<file path="src/rtl/rtc_bus_pkg.sv">
// rtc_bus_pkg: shared types and constants for the RTC bus arbiter slice.
// Holds the bus-cycle state encoding, the requester indices, the default
// timing/width values, and the pin decode used by the bus-cycle engine.
package rtc_bus_pkg;

    typedef enum logic [2:0] {
        ST_IDLE      = 3'd0,
        ST_ADDR      = 3'd1,
        ST_ADDR_HOLD = 3'd2,
        ST_DATA      = 3'd3,
        ST_DATA_HOLD = 3'd4,
        ST_RECOVER   = 3'd5
    } bus_state_t;

    localparam int N_REQ    = 3;
    localparam int REQ_PROG = 0;   // power-up programming sequencer
    localparam int REQ_EDIT = 1;   // user time-edit path
    localparam int REQ_POLL = 2;   // periodic time-read poller

    localparam int T_PHASE_DEF = 4;
    localparam int ADDR_W_DEF  = 8;
    localparam int DATA_W_DEF  = 8;

    // Control pins of the RTC chip; strobes are active-low.
    typedef struct packed {
        logic cs;
        logic rd;
        logic wr;
        logic ad;
        logic oe;
    } pins_t;

    localparam pins_t PINS_IDLE = '{cs: 1'b1, rd: 1'b1, wr: 1'b1, ad: 1'b1, oe: 1'b0};

    // Pin levels for a given bus state; we selects write vs read behaviour
    // in the data phases.
    function automatic pins_t pin_decode(input bus_state_t st, input logic we);
        pins_t p;
        p = PINS_IDLE;
        case (st)
            ST_ADDR: begin
                p.cs = 1'b0;
                p.ad = 1'b0;
                p.wr = 1'b0;
                p.oe = 1'b1;
            end
            ST_ADDR_HOLD: begin
                p.cs = 1'b0;
                p.ad = 1'b0;
                p.oe = 1'b1;
            end
            ST_DATA: begin
                p.cs = 1'b0;
                p.ad = 1'b1;
                p.wr = ~we;
                p.rd = we;
                p.oe = we;
            end
            ST_DATA_HOLD: begin
                p.cs = 1'b0;
                p.ad = 1'b1;
                p.oe = we;
            end
            default: p = PINS_IDLE;
        endcase
        return p;
    endfunction

endpackage

</file>
<file path="src/rtl/rtc_bus_cycle.sv">
// rtc_bus_cycle: runs one complete multiplexed RTC bus cycle per start.
// Sequence IDLE -> ADDR -> ADDR_HOLD -> DATA -> DATA_HOLD -> RECOVER -> IDLE,
// each non-idle state lasting T_PHASE clocks. Pins are registered from the
// next-state decode so they change cleanly on the clock edge and return to
// their idle levels immediately on reset.
module rtc_bus_cycle
    import rtc_bus_pkg::*;
#(
    parameter int T_PHASE = T_PHASE_DEF,
    parameter int ADDR_W  = ADDR_W_DEF,
    parameter int DATA_W  = DATA_W_DEF
) (
    input  logic              clk,
    input  logic              rst_n,
    input  logic              start,
    input  logic              we,
    input  logic [ADDR_W-1:0] addr,
    input  logic [DATA_W-1:0] wdata,
    output logic              idle,
    output logic              done,
    output logic [DATA_W-1:0] rd_data,
    input  logic [DATA_W-1:0] bus_in,
    output logic [DATA_W-1:0] bus_out,
    output logic              bus_oe,
    output logic              ad,
    output logic              rd,
    output logic              wr,
    output logic              cs
);

    localparam int CNT_W = (T_PHASE > 1) ? $clog2(T_PHASE) : 1;
    localparam logic [CNT_W-1:0] CNT_LAST = CNT_W'(T_PHASE - 1);

    bus_state_t          state;
    bus_state_t          state_nxt;
    logic [CNT_W-1:0]    cnt;
    logic                phase_last;
    logic                we_q;
    logic [ADDR_W-1:0]   addr_q;
    logic [DATA_W-1:0]   wdata_q;
    logic                we_eff;
    logic [ADDR_W-1:0]   addr_eff;
    logic [DATA_W-1:0]   wdata_eff;
    pins_t               pins_q;
    pins_t               pins_nxt;
    logic [DATA_W-1:0]   bus_out_q;
    logic [DATA_W-1:0]   bus_out_nxt;

    assign phase_last = (cnt == CNT_LAST);
    assign idle       = (state == ST_IDLE);
    assign done       = (state == ST_RECOVER) && phase_last;

    // While idle the incoming request is what the next state will drive.
    assign we_eff    = idle ? we    : we_q;
    assign addr_eff  = idle ? addr  : addr_q;
    assign wdata_eff = idle ? wdata : wdata_q;

    // Next-state sequencing and registered pin/bus values for that state.
    always_comb begin
        state_nxt   = state;
        pins_nxt    = PINS_IDLE;
        bus_out_nxt = '0;
        case (state)
            ST_IDLE:      if (start)      state_nxt = ST_ADDR;
            ST_ADDR:      if (phase_last) state_nxt = ST_ADDR_HOLD;
            ST_ADDR_HOLD: if (phase_last) state_nxt = ST_DATA;
            ST_DATA:      if (phase_last) state_nxt = ST_DATA_HOLD;
            ST_DATA_HOLD: if (phase_last) state_nxt = ST_RECOVER;
            ST_RECOVER:   if (phase_last) state_nxt = ST_IDLE;
            default:                      state_nxt = ST_IDLE;
        endcase
        pins_nxt = pin_decode(state_nxt, we_eff);
        if (state_nxt == ST_ADDR || state_nxt == ST_ADDR_HOLD) begin
            bus_out_nxt = DATA_W'(addr_eff);
        end else if ((state_nxt == ST_DATA || state_nxt == ST_DATA_HOLD) && we_eff) begin
            bus_out_nxt = wdata_eff;
        end
    end

    // State, phase counter and registered pin outputs.
    always_ff @(posedge clk or negedge rst_n) begin
        if (!rst_n) begin
            state     <= ST_IDLE;
            cnt       <= '0;
            pins_q    <= PINS_IDLE;
            bus_out_q <= '0;
        end else begin
            state     <= state_nxt;
            pins_q    <= pins_nxt;
            bus_out_q <= bus_out_nxt;
            if (idle || phase_last) begin
                cnt <= '0;
            end else begin
                cnt <= cnt + 1'b1;
            end
        end
    end

    // Latch the transaction on start and capture read data at the end of DATA.
    always_ff @(posedge clk or negedge rst_n) begin
        if (!rst_n) begin
            we_q    <= 1'b0;
            addr_q  <= '0;
            wdata_q <= '0;
            rd_data <= '0;
        end else begin
            if (idle && start) begin
                we_q    <= we;
                addr_q  <= addr;
                wdata_q <= wdata;
            end
            if (state == ST_DATA && phase_last && !we_q) begin
                rd_data <= bus_in;
            end
        end
    end

    assign bus_out = bus_out_q;
    assign bus_oe  = pins_q.oe;
    assign ad      = pins_q.ad;
    assign rd      = pins_q.rd;
    assign wr      = pins_q.wr;
    assign cs      = pins_q.cs;

endmodule

</file>
<file path="src/rtl/rtc_bus_arbiter.sv">
// rtc_bus_arbiter: shares the RTC bus between the programming sequencer (R0),
// the time-edit path (R1) and the time-read poller (R2). Arbitrates only
// while the bus is idle, latches the winner, and pulses Ack on completion.
// Build option ARB_ROUND_ROBIN_EN: R0 keeps absolute priority while R1 and
// R2 alternate; without it priority is fixed R0 > R1 > R2.
module rtc_bus_arbiter
    import rtc_bus_pkg::*;
#(
    parameter int T_PHASE = T_PHASE_DEF,
    parameter int ADDR_W  = ADDR_W_DEF,
    parameter int DATA_W  = DATA_W_DEF
) (
    input  logic              Clock,
    input  logic              Reset,
    input  logic [2:0]        Req,
    input  logic [2:0]        We,
    input  logic [ADDR_W-1:0] Dir0,
    input  logic [ADDR_W-1:0] Dir1,
    input  logic [ADDR_W-1:0] Dir2,
    input  logic [DATA_W-1:0] Dato0,
    input  logic [DATA_W-1:0] Dato1,
    input  logic [DATA_W-1:0] Dato2,
    output logic [2:0]        Ack,
    output logic [2:0]        Gnt,
    output logic [DATA_W-1:0] Dato_Leido,
    input  logic [DATA_W-1:0] Bus_In,
    output logic [DATA_W-1:0] Bus_Out,
    output logic              Bus_OE,
    output logic              AD,
    output logic              RD,
    output logic              WR,
    output logic              CS
);

    logic [N_REQ-1:0]  win;
    logic [N_REQ-1:0]  gnt_q;
    logic [N_REQ-1:0]  ack_q;
    logic              start;
    logic              cyc_idle;
    logic              cyc_done;
    logic              sel_we;
    logic [ADDR_W-1:0] sel_addr;
    logic [DATA_W-1:0] sel_data;

`ifdef ARB_ROUND_ROBIN_EN
    logic rr_ptr;   // 0: R1 preferred next, 1: R2 preferred next

    // Winner selection: R0 absolute, then R1/R2 by the alternating pointer.
    always_comb begin
        win = '0;
        if (Req[REQ_PROG]) begin
            win[REQ_PROG] = 1'b1;
        end else if (Req[REQ_EDIT] && (!rr_ptr || !Req[REQ_POLL])) begin
            win[REQ_EDIT] = 1'b1;
        end else if (Req[REQ_POLL]) begin
            win[REQ_POLL] = 1'b1;
        end
    end

    // Move the pointer to the other of R1/R2 whenever one of them is served.
    always_ff @(posedge Clock or negedge Reset) begin
        if (!Reset) begin
            rr_ptr <= 1'b0;
        end else if (start && (win[REQ_EDIT] || win[REQ_POLL])) begin
            rr_ptr <= win[REQ_EDIT];
        end
    end
`else
    // Winner selection: fixed priority R0 > R1 > R2.
    always_comb begin
        win = '0;
        if (Req[REQ_PROG]) begin
            win[REQ_PROG] = 1'b1;
        end else if (Req[REQ_EDIT]) begin
            win[REQ_EDIT] = 1'b1;
        end else if (Req[REQ_POLL]) begin
            win[REQ_POLL] = 1'b1;
        end
    end
`endif

    // Request inputs only matter while the bus engine is idle.
    assign start = cyc_idle && (|Req);

    // Route the winner's transaction fields to the bus engine.
    always_comb begin
        sel_we   = |(We & win);
        sel_addr = Dir2;
        sel_data = Dato2;
        if (win[REQ_PROG]) begin
            sel_addr = Dir0;
            sel_data = Dato0;
        end else if (win[REQ_EDIT]) begin
            sel_addr = Dir1;
            sel_data = Dato1;
        end
    end

    // Grant held for the whole transaction; Ack pulses once as Gnt clears.
    always_ff @(posedge Clock or negedge Reset) begin
        if (!Reset) begin
            gnt_q <= '0;
            ack_q <= '0;
        end else begin
            ack_q <= '0;
            if (cyc_done) begin
                ack_q <= gnt_q;
                gnt_q <= '0;
            end else if (start) begin
                gnt_q <= win;
            end
        end
    end

    rtc_bus_cycle #(
        .T_PHASE (T_PHASE),
        .ADDR_W  (ADDR_W),
        .DATA_W  (DATA_W)
    ) u_cycle (
        .clk     (Clock),
        .rst_n   (Reset),
        .start   (start),
        .we      (sel_we),
        .addr    (sel_addr),
        .wdata   (sel_data),
        .idle    (cyc_idle),
        .done    (cyc_done),
        .rd_data (Dato_Leido),
        .bus_in  (Bus_In),
        .bus_out (Bus_Out),
        .bus_oe  (Bus_OE),
        .ad      (AD),
        .rd      (RD),
        .wr      (WR),
        .cs      (CS)
    );

    assign Gnt = gnt_q;
    assign Ack = ack_q;

endmodule

</file>
<file path="config.mk">
export PLATFORM = sky130hd
export DESIGN_NAME = rtc_bus_arbiter
export DESIGN_NICKNAME = d
export VERILOG_FILES = /design/src/rtl/rtc_bus_pkg.sv /design/src/rtl/rtc_bus_cycle.sv /design/src/rtl/rtc_bus_arbiter.sv
export SDC_FILE = /design/constraint.sdc
export NUM_CORES = 1
export LEC_CHECK = 0
export CAP_MARGIN = 40
export CORE_MARGIN = 10
export CORE_UTILIZATION = 40
export DETAILED_ROUTE_END_ITERATION = 8
export PLACE_DENSITY = 0.77
export SLEW_MARGIN = 20
export SYNTH_ARGS = -nofsm -noshare
export SYNTH_HDL_FRONTEND = slang
export SYNTH_SLANG_ARGS = --single-unit
</file>
<file path="constraint.sdc">
create_clock -name Clock -period 1.4 [get_ports Clock]
set_input_delay 0.35 -clock Clock [delete_from_list [all_inputs] [get_ports Clock]]
set_output_delay 0.35 -clock Clock [all_outputs]
set_load 0.01 [all_outputs]
</file>
==> results.txt, run 1 <==
status -> finished, violations left
violated checks -> setup timing
RSZ-0062 raised after global routing -> true
Max Root-Sink Buffers -> 2
Setup CP Type -> in -> reg
first-pass GRT wire length -> 12.7 mm
Pint -> 4520 uW
# setup viols final -> 19
antenna violations before repair -> 0
Worst path top cell family by delay -> buffers and inverters
PortBufs -> 90
Root Driver -> clkbuf_8
final worst path period share -> 1.08
synth unique cells -> 46
worst reg2reg path depth -> 5
Area growth syn-to-layout -> 57.9%
final hold viol count -> 0
Buffers & Inverters on Critical Path -> 2
number of synthesized flops with an enable pin -> 0
hold depth -> 1
minimum clock period -> 1.51 ns
Min-Delay Path Class -> reg -> reg
hold path endpoint -> u_cycle.cnt[0]
Startpoint Class -> input pin
Flop pwr share -> 0.340
arrival time at the worst endpoint -> 1.67 ns
die area -> 10,100 um2
Mapped Area -> 2580 um2
final worst slack -> -0.105 ns
Worst-path clk slew -> 0.08 ns
Cell Pwr Density -> 1780 nW/um2
Initial DRT Pass Iterations -> 4
DRC Markers -> 0
synth cell count leaders -> 45 x dfrtp_1, 27 x o21ai_0, 23 x mux2_2, 23 x nand2_1, 10 x nand2b_1
core area -> 6310 um2
Reg2Reg Setup Slack -> -0.09 ns
Die Ht -> 100 um
largest net degree at the start of global routing -> 49
Net Sw Frac -> 0.376
RD Place Congestion -> 0.828
Switching Power -> 2730 uW
dominant cells by area after synthesis -> dfrtp_1 44%, mux2_2 10%, o21ai_0 5.2%
Max Clock Skew -> 0.00826 ns
Die W -> 100 um
Max-Cap Viols -> 0
Synth Instances -> 229
Final #Nets -> 425
Total Routed Length -> 7.95 mm
crit-path max FO -> 6
Reg2Reg Launch Point -> u_cycle.state[2]
clock latency on the worst-skew pair -> 0.30 ns
Congestion Overflow GR -> 0
post-DP HPWL -> 5.55 mm
Fillers -> 495
Total GRT Usage -> 0.154
number of global-route vias before repair -> 2,500
CTS sink count -> 49
Lkg Pwr -> 0.00178 uW
WL/cell -> 18.2 um
Worst R2R End -> u_cycle.bus_out[7]
peak supply drop -> 1010 uV
final instance area -> 4070 um2
dominant cell type by area after synthesis -> dfrtp_1
final slew viol count -> 0
syn avg cell area -> 11.3 um2
Most used DFF post-synth -> dfrtp_1
sequential cell area fraction in the yosys report -> 0.478
Post-synth ARST share -> 1.00
crit end category -> flop
FF+latch count, synth -> 49
FMAX -> 0.664 GHz
number of routed nets with antenna violations -> 0
CP required -> 1.57 ns
worst path cell trace -> dlygate4sd2_1, or3_4, buf_4, a211oi_1, a221oi_1
FP Rows -> 29
vias after detailed routing -> 2,373
Logic pwr share -> 0.548
Ys Warns -> 0
Initial Util -> 0.408
Syn Nets -> 294
TritonCTS clock tree -> built
H-tree levels -> 2
setup TNS -> -0.532 ns
Least-Margin Pin Slew -> 0.355 ns
share of layout cells above drive strength 1 -> 0.316
io pins -> 91
Util after Layout -> 0.644
# diodes -> 0
dpl cell area -> 3710 um2
clock share of power -> 0.112
Pwr Total -> 7250 uW
most common cell in the netlist -> dfrtp_1
TritonCTS Buffers -> 5
DRT iter0 DRCs -> 157
Hold Path Origin -> u_cycle.cnt[0]
area share of the largest cell type after synthesis -> 0.437
max-slew headroom at the worst pin -> 0.763
CP max-delay cell -> or3_4
post-detailed-route via-to-cell ratio -> 5.42
Slowest Stage Delay on Critical Path -> 0.43 ns
metrics by stage:
step / hold WS (ns) / cells / worst slack (ns)
after floorplan: 0.0544 / 229 / 0.0121
after global placement: 0.322 / 408 / -0.490
after detailed placement: 0.325 / 408 / -0.519
after CTS: 0.490 / 433 / -0.0173
after global routing: 0.508 / 438 / -0.141
final: 0.483 / 438 / -0.105
metal layers:
metal / wire [um] / GRT usage
met1: 3140 / 0.183
met2: 4020 / 0.264
met3: 694 / 0.0405
met4: 94 / 0.0478
met5: 0 / 0
power by group through the flow:
stage,clock network (uW),logic (uW),registers (uW)
after global routing,903,4300,2530
after global placement,0,3340,2430
after detailed placement,0,3440,2470
after CTS,841,3680,2450
after floorplan,0,1840,2540
final,811,3970,2460
area by class of cell:
cell class | count | area (um2) | share of cell area
sequential | 49 | 1230 | 0.303
tap | 77 | 96.3 | 0.0237
multi-input combinational | 163 | 1310 | 0.321
inverter | 2 | 11.3 | 0.00277
clock buffer | 5 | 68.8 | 0.0169
timing repair buffer | 139 | 1340 | 0.328
clock inverter | 3 | 17.5 | 0.00431
what timing repair did:
| action | CTS | global route |
|---|---|---|
| buffers inserted | 13 | 5 |
| gates cloned | 3 | 0 |
| pin swaps | 12 | 12 |
| resized for setup | 66 | 28 |
| endpoints found under the hold margin | 1 | 0 |
| hold buffers | 1 | 0 |
| setup endpoints to repair | 68 | 44 |
flip-flops by register name, summed over array words and instances, names as in the netlist, 2 cells and up:
signal           cells
u_cycle.addr_q       8
Ack                  3
u_cycle.rd_data      8
u_cycle.bus_out      8
Gnt                  3
u_cycle.cnt          2
u_cycle.state        3
u_cycle.wdata_q      8
cells in the final DEF (no fill, tap or decap), types with 3 or more instances in the layout:
master           Yosys  layout
buf_6                7      17
a31oi_1              9       9
dfrtp_1             45      44
a21oi_1              4       3
mux2i_1              8       8
buf_2                3       5
buf_12               0       4
buf_4                3      26
and2_1               3       3
clkdlybuf4s50_1      0      59
nand2b_1            10      10
o2111ai_1            8       6
nor2_1               5       4
dlygate4sd2_1        0      26
o21ai_0             27      13
o21ai_2              0       3
mux2_2              23      23
dfstp_2              4       4
o21ai_1              2      13
clkbuf_8             0       5
o211ai_1             8       8
nand2_1             23      22
cells by family (layout without fill, tap and decap cells):
group	after synthesis	count (layout)	synth area share
xor gates and xnor gates	2	2	0.00680
muxes	32	32	0.137
buffers and inverters	19	149	0.0539
AOI/OAI and AO/OA	69	70	0.175
and+or+nand+nor	57	58	0.144
adders and majority gates	1	1	0.00485
DFF	49	49	0.478
how the worst max path moves through the flow:
stage / from / endpoint / cells after the start
detailed placement: Req[1] / u_cycle.bus_out[7] / 5
finish: Req[1] / u_cycle.state[0] / 5
global route: u_cycle.state[2] / u_cycle.bus_out[7] / 5
floorplan: u_cycle.cnt[0] / u_cycle.rd_data[0] / 4
CTS: u_cycle.cnt[0] / u_cycle.bus_out[7] / 5
global placement: Req[1] / u_cycle.bus_out[7] / 5
(Power assumes the default switching activity.)
==> inputs of run 2 (changes only) <==
PLACE_DENSITY = 0.79   (was 0.77)
==> run 2 against run 1 <==
  * The flow still finishes with violations (setup timing)
  * Register-to-register slack got worse by 0.03 ns
  * Via count up 0.67%
  * Sequential power up 2%
  * Maximum frequency fell by 0.70%
  * Critical path depth increased by 1
  * Die area did not move
  * Non-clock buffer count down 4
  * Clock power up 21%
  * Sequential share of layout area is 1.1 points lower
  * Largest cell class is now multi-input gates
  * Largest power group unchanged
==> results.txt, run 2 (synthesis results as in run 1) <==
Worst-path clk slew -> 0.09 ns (about the same)
Util after Layout -> 0.670 (+0.0252)
dpl cell area -> 3710 um2 (about the same)
Least-Margin Pin Slew -> 0.369 ns (+0.0140 ns)
first-pass GRT wire length -> 12.8 mm (+0.92%)
final hold viol count -> 0 (unchanged)
Die Ht -> 100 um (unchanged)
vias after detailed routing -> 2,389 (+0.67%)
post-detailed-route via-to-cell ratio -> 5.52 (+1.8%)
Net Sw Frac -> 0.374 (-0.00228)
DRC Markers -> 0 (unchanged)
crit end category -> flop
Max Root-Sink Buffers -> 2 (unchanged)
Reg2Reg Setup Slack -> -0.12 ns (-0.03 ns)
final worst path period share -> 1.08 (+0.00757)
Max Clock Skew -> 0.0119 ns (+0.00367 ns)
core area -> 6310 um2 (unchanged)
RSZ-0062 raised after global routing -> true
met2 usage -> 0.257 (-0.00692)
die area -> 10,100 um2 (unchanged)
peak supply drop -> 1040 uV (+3.0%)
Min-Delay Path Class -> in -> async
number of global-route vias before repair -> 2,581 (+3.2%)
Setup CP Type -> reg -> reg
share of layout cells above drive strength 1 -> 0.354 (+0.0381)
Die W -> 100 um (unchanged)
max-slew headroom at the worst pin -> 0.753 (-0.00931)
clock share of power -> 0.127 (+0.015)
TritonCTS Buffers -> 5 (unchanged)
met1 Use GR -> 0.173 (-0.00985)
Switching Power -> 2910 uW (+6.7%)
Final #Nets -> 420 (-1.2%)
H-tree levels -> 2 (unchanged)
number of routed nets with antenna violations -> 0 (unchanged)
Lkg Pwr -> 0.00181 uW (+1.8%)
FP Rows -> 29 (unchanged)
arrival time at the worst endpoint -> 1.74 ns (+0.07 ns)
crit-path max FO -> 6 (unchanged)
CTS sink count -> 49 (unchanged)
most frequent cells in the layout -> 59 x clkdlybuf4s50_1, 43 x dfrtp_1, 25 x dlygate4sd2_1, 25 x buf_4
RD Place Congestion -> 0.897 (+8.3%)
io pins -> 91 (unchanged)
PortBufs -> 90 (unchanged)
DRT iter0 DRCs -> 135 (-14%)
Logic pwr share -> 0.550 (+0.002)
final slew viol count -> 0 (unchanged)
most common cell after layout, fill and taps aside -> clkdlybuf4s50_1
post-DP HPWL -> 5.30 mm (-4.5%)
Pint -> 4870 uW (+7.7%)
Total GRT Usage -> 0.156 (+0.00259)
Initial DRT Pass Iterations -> 4 (unchanged)
status -> finished, violations left
Area growth syn-to-layout -> 64.0%
final instance area -> 4230 um2 (+3.9%)
final worst slack -> -0.116 ns (-0.0106 ns)
Pwr Total -> 7780 uW (+7.3%)
violated checks -> setup timing
antenna violations before repair -> 0 (unchanged)
Flop pwr share -> 0.323 (-0.017)
Cell Pwr Density -> 1840 nW/um2 (+3.3%)
layer carrying the most global-route usage -> met2
CP required -> 1.63 ns (+0.06 ns)
Root Driver -> clkbuf_8
Fillers -> 470 (-5.1%)
FF/Latch Area -> 1230 um2 (+0.10%)
# setup viols final -> 37 (+18)
area of the multi-input gates -> 1430 um2 (+9.0%)
minimum clock period -> 1.52 ns (+0.0106 ns)
FMAX -> 0.660 GHz (-0.70%)
Congestion Overflow GR -> 0 (unchanged)
Initial Util -> 0.408 (unchanged)
Max-Cap Viols -> 0 (unchanged)
Total Routed Length -> 8.37 mm (+5.3%)
TritonCTS clock tree -> built
clock latency on the worst-skew pair -> 0.30 ns (about the same)
M3 GR Usage -> 0.0646 (+0.0240)
WL/cell -> 19.3 um (+6.5%)
largest net degree at the start of global routing -> 50 (+2.0%)
Startpoint Class -> flop
# diodes -> 0 (unchanged)
==> run 2: layer usage <==
metal | routed length, um | part of all wire
met1 | 3280 | 0.39
met2 | 4090 | 0.49
met3 | 766 | 0.091
met4 | 238 | 0.028
met5 | 0 | 0
==> run 2: layout make-up <==
cell class                 count  share of cell area
multi-input combinational    162               0.337
timing repair buffer         135               0.320
sequential                    49               0.292
tap                           77              0.0228
clock buffer                   6              0.0172
clock inverter                 2             0.00829
inverter                       2             0.00266
==> run 2: path summary, 6_finish.rpt <==
check / startpoint / to / depth (start not counted)
worst max register to register: u_cycle.state[0] / u_cycle.bus_out[7] / 6
min in group Clock: u_cycle.rd_data[6] / u_cycle.rd_data[6] / 1
max in group asynchronous: Reset / u_cycle.ad / 2
worst min register to register: u_cycle.rd_data[6] / u_cycle.rd_data[6] / 1
worst min-delay path: Reset / u_cycle.state[2] / 2
worst max-delay path: u_cycle.state[0] / u_cycle.bus_out[7] / 6
==> run 2: worst max-delay path: stages (launching register included) <==
cell	delay [ns]
dfrtp_1	0.44
buf_12	0.16
buf_4	0.15
nor3_4	0.27
buf_6	0.16
o22ai_4	0.09
a31oi_2	0.17
==> run 2: repair_timing <==
| item | 4_1_cts | 5_1_grt |
|---|---|---|
| buffers inserted | 10 | 8 |
| hold buffers | 0 | 0 |
| endpoints found under the setup margin | 67 | 47 |
| resized for setup | 75 | 31 |
| endpoints found under the hold margin | 0 | 0 |
| cloned | 2 | 0 |
| pin swaps | 12 | 11 |
==> run 2: power by group through the flow <==
stage / logic [uW] / registers [uW] / clock network [uW]
after floorplan: 1840 / 2540 / 0
after global placement: 3390 / 2440 / 0
after detailed placement: 3490 / 2470 / 0
after CTS: 3730 / 2460 / 995
after global routing: 4580 / 2590 / 1060
final: 4280 / 2510 / 985
==> run 2: through the flow <==
step / cells / setup TNS [ns] / setup WS, ns / hold slack, ns
after CTS: 425 / -0.161 / -0.0315 / 0.0255
final: 433 / -1.55 / -0.116 / 0.0150
after detailed placement: 405 / -14.70 / -0.548 / 0.356
after global routing: 433 / -3.72 / -0.192 / 0.0279
after global placement: 405 / -13.70 / -0.509 / 0.355
after floorplan: 229 / 0 / 0.0121 / 0.0544
